### config.mk
export PLATFORM = sky130hd
export DESIGN_NAME = filter_capture_flat
export DESIGN_NICKNAME = d
export VERILOG_FILES = /design/src/rtl/filter_capture_if.sv /design/src/rtl/filter_capture.sv /design/src/flat_wrapper.sv
export SDC_FILE = /design/constraint.sdc
export NUM_CORES = 2
export LEC_CHECK = 0
export CAP_MARGIN = 40
export CELL_PAD_IN_SITES_DETAIL_PLACEMENT = 1
export CELL_PAD_IN_SITES_GLOBAL_PLACEMENT = 1
export CORE_ASPECT_RATIO = 0.7
export CORE_MARGIN = 4
export CORE_UTILIZATION = 40
export DETAILED_ROUTE_END_ITERATION = 8
export GPL_TIMING_DRIVEN = 0
export PLACE_DENSITY = 0.73
export SLEW_MARGIN = 20
export SYNTH_ARGS = -nofsm -noshare
export SYNTH_HDL_FRONTEND = slang
export SYNTH_SLANG_ARGS = --single-unit
### constraint.sdc
create_clock -name clk -period 3.9 [get_ports clk]
set_input_delay 0.975 -clock clk [delete_from_list [all_inputs] [get_ports clk]]
set_output_delay 0.975 -clock clk [all_outputs]
set_load 0.05 [all_outputs]
### src/rtl/filter_capture_if.sv
// Bundle of the filter_capture data, control and readout signals.
// The slave side is the capture block; the master side is its driver.
interface filter_capture_if #(
  parameter int N_CH   = 21,
  parameter int DATA_W = 16,
  parameter int DEPTH  = 64
);
  localparam int SW = (N_CH > 1) ? $clog2(N_CH) : 1;
  localparam int AW = $clog2(DEPTH);

  logic [N_CH*DATA_W-1:0] ch_data;
  logic [SW-1:0]          ch_sel;
  logic [DATA_W-1:0]      threshold;
  logic                   arm;
  logic                   busy;
  logic                   done;
  logic                   rd_en;
  logic [DATA_W-1:0]      rd_data;
  logic                   rd_valid;
  logic                   rd_last;
  logic [DATA_W-1:0]      peak_value;
  logic [AW-1:0]          peak_index;
  logic                   forced;

  modport slave (
    input  ch_data, ch_sel, threshold, arm, rd_en,
    output busy, done, rd_data, rd_valid, rd_last, peak_value, peak_index, forced
  );

  modport master (
    output ch_data, ch_sel, threshold, arm, rd_en,
    input  busy, done, rd_data, rd_valid, rd_last, peak_value, peak_index, forced
  );
endinterface

### src/rtl/filter_capture.sv
// Triggered capture of one filter channel into a DEPTH-sample ring buffer,
// with pre-trigger history, peak measurement and a handshake readout.
// Optional feature: define FILTER_CAPTURE_TIMEOUT_EN to force a trigger
// after TIMEOUT cycles in WAIT_TRIG (reported on forced).
module filter_capture #(
  parameter int N_CH     = 21,
  parameter int DATA_W   = 16,
  parameter int DEPTH    = 64,
  parameter int PRE_TRIG = 8,
  parameter int TIMEOUT  = 65535
) (
  input  logic         clk,
  input  logic         reset,
  filter_capture_if.slave bus
);
  localparam int SW = (N_CH > 1) ? $clog2(N_CH) : 1;
  localparam int AW = $clog2(DEPTH);
  localparam int CW = AW + 1;

  typedef enum logic [2:0] {IDLE, PREFILL, WAIT_TRIG, POST, READY, READ} state_t;

  state_t            state_q, state_d;
  logic [SW-1:0]     sel_q, sel_d;
  logic [DATA_W-1:0] thr_q, thr_d;
  logic [DATA_W-1:0] s0_q, s0_d, s1_q, s1_d;
  logic [CW-1:0]     wr_cnt_q, wr_cnt_d;
  logic [AW-1:0]     wr_ptr_q, wr_ptr_d;
  logic [AW-1:0]     rd_ptr_q, rd_ptr_d;
  logic [AW-1:0]     rd_cnt_q, rd_cnt_d;
  logic [DATA_W-1:0] peak_q, peak_d;
  logic [AW-1:0]     pidx_q, pidx_d;
  logic              busy_q, busy_d, done_q, done_d;
  logic              rd_valid_q, rd_valid_d, rd_last_q, rd_last_d;
  logic              we, rd_fire, crossing, fire;
  logic [DATA_W-1:0] mem [DEPTH];
  logic [DATA_W-1:0] ram_q;
`ifdef FILTER_CAPTURE_TIMEOUT_EN
  localparam int TW = $clog2(TIMEOUT + 1);
  logic [TW-1:0]     to_cnt_q, to_cnt_d;
  logic              forced_q, forced_d;
`endif

  assign crossing = ($signed(s0_q) > $signed(thr_q)) && ($signed(s1_q) <= $signed(thr_q));

  // Next-state, capture control, peak tracking and readout pointer.
  always_comb begin
    state_d    = state_q;
    sel_d      = sel_q;
    thr_d      = thr_q;
    wr_cnt_d   = wr_cnt_q;
    wr_ptr_d   = wr_ptr_q;
    rd_ptr_d   = rd_ptr_q;
    rd_cnt_d   = rd_cnt_q;
    peak_d     = peak_q;
    pidx_d     = pidx_q;
    rd_valid_d = 1'b0;
    rd_last_d  = 1'b0;
    we         = 1'b0;
    rd_fire    = 1'b0;
    fire       = crossing;
`ifdef FILTER_CAPTURE_TIMEOUT_EN
    to_cnt_d   = to_cnt_q;
    forced_d   = forced_q;
    fire       = crossing || (to_cnt_q == TW'(TIMEOUT - 1));
`endif
    case (state_q)
      IDLE: if (bus.arm) begin
        sel_d    = (int'(bus.ch_sel) < N_CH) ? bus.ch_sel : '0;
        thr_d    = bus.threshold;
        wr_cnt_d = '0;
        peak_d   = '0;
        pidx_d   = '0;
`ifdef FILTER_CAPTURE_TIMEOUT_EN
        forced_d = 1'b0;
`endif
        state_d  = PREFILL;
      end
      PREFILL: begin
        we       = 1'b1;
        wr_cnt_d = wr_cnt_q + 1'b1;
        if (wr_cnt_q == CW'(PRE_TRIG - 1)) begin
          state_d = WAIT_TRIG;
`ifdef FILTER_CAPTURE_TIMEOUT_EN
          to_cnt_d = '0;
`endif
        end
      end
      WAIT_TRIG: begin
        we = 1'b1;
`ifdef FILTER_CAPTURE_TIMEOUT_EN
        to_cnt_d = to_cnt_q + 1'b1;
`endif
        if (fire) begin
          // Oldest window sample sits PRE_TRIG slots behind the trigger write.
          rd_ptr_d = wr_ptr_q - AW'(PRE_TRIG);
          peak_d   = s0_q;
          pidx_d   = AW'(PRE_TRIG);
          wr_cnt_d = '0;
`ifdef FILTER_CAPTURE_TIMEOUT_EN
          forced_d = !crossing;
`endif
          state_d  = POST;
        end
      end
      POST: begin
        we       = 1'b1;
        wr_cnt_d = wr_cnt_q + 1'b1;
        // Strict compare so a tie keeps the earliest position.
        if ($signed(s0_q) > $signed(peak_q)) begin
          peak_d = s0_q;
          pidx_d = AW'(PRE_TRIG + 1) + AW'(wr_cnt_q);
        end
        if (wr_cnt_q == CW'(DEPTH - PRE_TRIG - 2)) begin
          rd_cnt_d = '0;
          state_d  = READY;
        end
      end
      READY, READ: if (bus.rd_en) begin
        rd_fire    = 1'b1;
        rd_valid_d = 1'b1;
        rd_ptr_d   = rd_ptr_q + 1'b1;
        rd_cnt_d   = rd_cnt_q + 1'b1;
        state_d    = READ;
        if (rd_cnt_q == AW'(DEPTH - 1)) begin
          rd_last_d = 1'b1;
          state_d   = IDLE;
        end
      end
      default: state_d = IDLE;
    endcase
    if (we) wr_ptr_d = wr_ptr_q + 1'b1;
    // The channel latched by this cycle's arm is already used for s0.
    s0_d   = bus.ch_data[sel_d*DATA_W +: DATA_W];
    s1_d   = s0_q;
    busy_d = (state_q != IDLE);
    done_d = (state_q == READY) || (state_q == READ);
  end

  // State and datapath registers with synchronous reset.
  always_ff @(posedge clk) begin
    if (reset) begin
      state_q    <= IDLE;
      sel_q      <= '0;
      thr_q      <= '0;
      s0_q       <= '0;
      s1_q       <= '0;
      wr_cnt_q   <= '0;
      wr_ptr_q   <= '0;
      rd_ptr_q   <= '0;
      rd_cnt_q   <= '0;
      peak_q     <= '0;
      pidx_q     <= '0;
      busy_q     <= 1'b0;
      done_q     <= 1'b0;
      rd_valid_q <= 1'b0;
      rd_last_q  <= 1'b0;
`ifdef FILTER_CAPTURE_TIMEOUT_EN
      to_cnt_q   <= '0;
      forced_q   <= 1'b0;
`endif
    end else begin
      state_q    <= state_d;
      sel_q      <= sel_d;
      thr_q      <= thr_d;
      s0_q       <= s0_d;
      s1_q       <= s1_d;
      wr_cnt_q   <= wr_cnt_d;
      wr_ptr_q   <= wr_ptr_d;
      rd_ptr_q   <= rd_ptr_d;
      rd_cnt_q   <= rd_cnt_d;
      peak_q     <= peak_d;
      pidx_q     <= pidx_d;
      busy_q     <= busy_d;
      done_q     <= done_d;
      rd_valid_q <= rd_valid_d;
      rd_last_q  <= rd_last_d;
`ifdef FILTER_CAPTURE_TIMEOUT_EN
      to_cnt_q   <= to_cnt_d;
      forced_q   <= forced_d;
`endif
    end
  end

  // Ring buffer: one write port, one registered read port, no reset.
  always_ff @(posedge clk) begin
    if (we) mem[wr_ptr_q] <= s0_q;
    if (rd_fire) ram_q <= mem[rd_ptr_q];
  end

  assign bus.busy       = busy_q;
  assign bus.done       = done_q;
  assign bus.rd_valid   = rd_valid_q;
  assign bus.rd_last    = rd_last_q;
  assign bus.rd_data    = rd_valid_q ? ram_q : '0;
  assign bus.peak_value = peak_q;
  assign bus.peak_index = pidx_q;
`ifdef FILTER_CAPTURE_TIMEOUT_EN
  assign bus.forced     = forced_q;
`else
  // No timeout logic: forced folds to constant 0 (TIMEOUT is never negative).
  assign bus.forced     = (TIMEOUT < 0);
`endif
endmodule
### src/flat_wrapper.sv
// flat-port wrapper written by rule: the top's interface ports become plain ports
module filter_capture_flat 
#(
  parameter int N_CH     = 21,
  parameter int DATA_W   = 16,
  parameter int DEPTH    = 64,
  parameter int PRE_TRIG = 8,
  parameter int TIMEOUT  = 65535
)
  (clk, reset, bus_ch_data, bus_ch_sel, bus_threshold, bus_arm, bus_rd_en, bus_busy, bus_done, bus_rd_data, bus_rd_valid, bus_rd_last, bus_peak_value, bus_peak_index, bus_forced);
  filter_capture_if #(.N_CH(N_CH), .DATA_W(DATA_W), .DEPTH(DEPTH)) bus_i ();
  input  logic clk;
  input  logic reset;
  input wire logic [$bits(bus_i.ch_data)-1:0] bus_ch_data;
  input wire logic [$bits(bus_i.ch_sel)-1:0] bus_ch_sel;
  input wire logic [$bits(bus_i.threshold)-1:0] bus_threshold;
  input wire logic [$bits(bus_i.arm)-1:0] bus_arm;
  input wire logic [$bits(bus_i.rd_en)-1:0] bus_rd_en;
  output wire logic [$bits(bus_i.busy)-1:0] bus_busy;
  output wire logic [$bits(bus_i.done)-1:0] bus_done;
  output wire logic [$bits(bus_i.rd_data)-1:0] bus_rd_data;
  output wire logic [$bits(bus_i.rd_valid)-1:0] bus_rd_valid;
  output wire logic [$bits(bus_i.rd_last)-1:0] bus_rd_last;
  output wire logic [$bits(bus_i.peak_value)-1:0] bus_peak_value;
  output wire logic [$bits(bus_i.peak_index)-1:0] bus_peak_index;
  output wire logic [$bits(bus_i.forced)-1:0] bus_forced;
  assign bus_i.ch_data = bus_ch_data;
  assign bus_i.ch_sel = bus_ch_sel;
  assign bus_i.threshold = bus_threshold;
  assign bus_i.arm = bus_arm;
  assign bus_i.rd_en = bus_rd_en;
  assign bus_busy = bus_i.busy;
  assign bus_done = bus_i.done;
  assign bus_rd_data = bus_i.rd_data;
  assign bus_rd_valid = bus_i.rd_valid;
  assign bus_rd_last = bus_i.rd_last;
  assign bus_peak_value = bus_i.peak_value;
  assign bus_peak_index = bus_i.peak_index;
  assign bus_forced = bus_i.forced;
  filter_capture #(.N_CH(N_CH), .DATA_W(DATA_W), .DEPTH(DEPTH), .PRE_TRIG(PRE_TRIG), .TIMEOUT(TIMEOUT)) u_core (.clk(clk), .reset(reset), .bus(bus_i));
endmodule
==> reports/metrics.yaml <==
hpwl_um: 123800
ys_top_cells_by_area: "edfxtp_1, mux4_2, dfxtp_1"
worstHoldPathType: "reg -> reg"
synth_ff_type: "edfxtp_1"
layout_setup_ws_ns: -0.02149
seqCellArea_sq_um: 33430
syn_to_final_growth_pct: 23.15
hp-start: "u_core.thr_q[11]"
clk_latency_ns: 0.74
yosysMostFrequentCell: "edfxtp_1"
wl_per_cell_um: 32.45
antenna_left: 0
maxSlewViolCount: 0
fin_crit_ns: 3.921
crit_path_frequent_cell: "o221ai_1"
min_to: "u_core.thr_q[11]"
slew_headroom: 0.4038
worstSetupPathType: "in -> reg"
critPathMaxFanout: 10
clkSinkCount: 1147
crit_path_end_kind: "register"
r2r_slack_ns: 0.03
drive_gt1_frac: 0.2197
synth_top_area_share: 0.6483
cts_buffers: 105
hold_viol: 0
violations: "negative setup slack"
ys_seq_area_frac: 0.6928
gp_congestion: 1.063
synth_edf_count: 1040
critPathBufInv: 2
timing.clock.skew_ns: 0.03432
synth_top_family_by_area: "multiplexers"
clock_path_buffers: 3
critPathRequiredTime_ns: 4.46
worst_ir_drop_vdd_mv: 0.3929
placed_area_sq_um: 55780
core_area_sq_um: 119500
syn_inst: 2752
fmax_ghz: 0.2550
max_stage_delay_ns: 0.60
rows: 106
wl_um: 165200
fp.dieW_um: 422.8
cts_setup_buffers: 0
min_period_over_period: 1.006
route.vias.total: 29860
yosys_warnings: 0
place_inst: 4870
status: "finished with violations"
setup_tns_ns: -0.02149
crit_path_top_delay_cell: "clkdlybuf4s50_1"
synth.top_cells.by_count: "edfxtp_1, mux4_2, nand2_1"
cp-start-kind: "primary input"
design_area_sq_um: 59320
cts_tree: "built"
synth_fa_ha_area_frac: 0.01429
grt_start_max_net_pins: 66
fill_cells: 11300
async_reset_ff_frac: 0
yosys.area.top_type: "edfxtp_1"
grt_pass1_wl_um: 231400
crit_chain: "clkdlybuf4s50_1 > nor4b_4 > nand3_1 > nand2_2 > buf_2 > mux2i_1 > o221ai_1 > a211oi_2 > o221ai_1"
nets: 3782
die-area_sq_um: 126100
root_buffer: "clkbuf_16"
rsz0062_at_grt: "no"
leakagePower_nw: 18.84
grt_pass1_vias: 30080
drc: 0
avgViaCountPerCell: 5.864
syn_nets: 3168
tightest_slew_ns: 0.8882
drt_iter0_drc: 4022
rr_worst_depth: 8
cp.arrival_ns: 4.48
yosys.area_share.simple: 0.06683
synth.avg_cell_area_sq_um: 17.50
die_h_um: 298.3
placement.io_buffers: 401
r2r_start: "u_core.rd_ptr_q[1]"
cpLargestDelayFamily: "simple AND/OR/NAND/NOR gates"
htree_levels: 3
synth_cell_types: 66
firstDrtPassIters: 6
synthesis.area_sq_um: 48170
muxShareOfSynthArea: 0.1655
overflow: 0
final_util: 0.4964
cts.clk_slew.worst_paths_ns: 0.06
postCtsHoldBufs: 0
ys_ff_latch: 1147
start_util: 0.4031
whs_path_depth: 2
grt_use_total: 0.2586
stdcell_count: 5092
setup_viol: 1
boundaryPins: 404
multiInputGateArea_sq_um: 14040
powerDensity_nw_per_um2: 453.0
antenna_found_initial: 24
r2r_end: "u_core.ram_q[2]"
synth-xor-area-share: 0.002727
maxCapViolations: 0
synth_compound_area_frac: 0.03815
-- through the flow --
| stage | hold slack [ns] | setup slack [ns] | power (mW) |
|---|---|---|---|
| finish | 0.4587 | -0.02149 | 26.87 |
| global route | 0.4882 | 0.005920 | 27.79 |
| CTS | 0.4596 | 0.01265 | 27.01 |
| detailed placement | 0.4510 | -0.7975 | 16.88 |
| global placement | 0.4470 | -1.486 | 16.70 |
| floorplan | 0.4363 | 0.6086 | 15.35 |
-- cell type report --
cell class              count  share of cell area
flip-flops and latches   1147              0.5636
multi-input cells        1384              0.2366
repair buffers            509             0.09194
clock buffers             137             0.04773
well taps                1620             0.03417
plain buffers             177             0.01333
clock inverters            58            0.009238
inverters                  42            0.002657
diodes                     18           0.0007593
-- flip-flops by register name, summed over array words and instances (netlist names) --
| name | flops |
|---|---|
| u_core.bus.busy | 1 |
| u_core.wr_cnt_q | 7 |
| u_core.bus.rd_last | 1 |
| u_core.bus.peak_index | 6 |
| u_core.ram_q | 16 |
| u_core.mem | 1024 |
| u_core.wr_ptr_q | 6 |
| u_core.bus.peak_value | 16 |
| u_core.state_q | 3 |
| u_core.bus.rd_valid | 1 |
| u_core.s1_q | 16 |
| u_core.rd_cnt_q | 6 |
| u_core.sel_q | 5 |
| u_core.bus.done | 1 |
| u_core.thr_q | 16 |
| u_core.s0_q | 16 |
| u_core.rd_ptr_q | 6 |
-- logic make-up (layout without fill, tap and decap cells) --
| kind of cell | Yosys count | count (layout) |
|---|---|---|
| buffers and inverters | 221 | 923 |
| and+or+nand+nor | 688 | 688 |
| xor gates and xnor gates | 15 | 15 |
| other | 1 | 19 |
| muxes | 376 | 376 |
| DFF | 1147 | 1147 |
| adders and majority gates | 55 | 55 |
| AOI/OAI and AO/OA | 249 | 249 |
-- worst min-delay path, cell delays in order (launching register included) --
cell and delay, ns:
dfxtp_1 0.31, nand2_1 0.05, a21oi_1 0.05
-- placed cells by master (no fill, tap or decap), types with 51 or more instances in the layout --
cell type / instances
nor2_2: 62
nand2_1: 302
buf_6: 60
dfxtp_1: 91
buf_2: 56
clkbuf_1: 119
nand3_1: 100
edfxtp_1: 1040
ha_1: 55
clkbuf_16: 107
a21oi_1: 51
mux4_2: 336
clkdlybuf4s50_1: 401
-- worst max-delay path by stage --
| stage | from | end | slack, ns | cells past startpoint |
|---|---|---|---|---|
| floorplan | u_core.s0_q[15] | u_core.bus.peak_index[0] | 0.61 | 9 |
| detailed placement | bus_arm | u_core.s0_q[0] | -0.80 | 10 |
| global route | u_core.rd_ptr_q[1] | u_core.ram_q[6] | 0.006 | 8 |
| finish | bus_arm | u_core.s0_q[0] | -0.02 | 9 |
| CTS | u_core.rd_ptr_q[1] | u_core.ram_q[6] | 0.01 | 6 |
| global placement | u_core.s0_q[8] | u_core.bus.peak_index[0] | -1.49 | 9 |
-- report_power, final --
part / leakage [nW] / switching, mW / internal, mW
combinational: 6.82 / 1.52 / 0.893
sequential: 10.4 / 0.336 / 13.9
clock: 1.63 / 4.62 / 5.56
-- metal layers --
| metal | track usage | vias to the layer above | routed length, um |
|---|---|---|---|
| met3 | 0.09519 | 191 | 19970 |
| met5 | 0.008333 | - | 30 |
| met4 | 0.06114 | 6 | 3748 |
| met2 | 0.3624 | 1580 | 71250 |
| met1 | 0.3831 | 15720 | 70230 |
| li1 | - | 12360 | - |
-- repair_timing --
| action | in CTS | in global routing |
|---|---|---|
| pin swaps | 0 | 0 |
| endpoints found under the setup margin | 5 | 14 |
| gates resized for setup | 3 | 6 |
No activity file was read; power rests on OpenSTA's default activity.
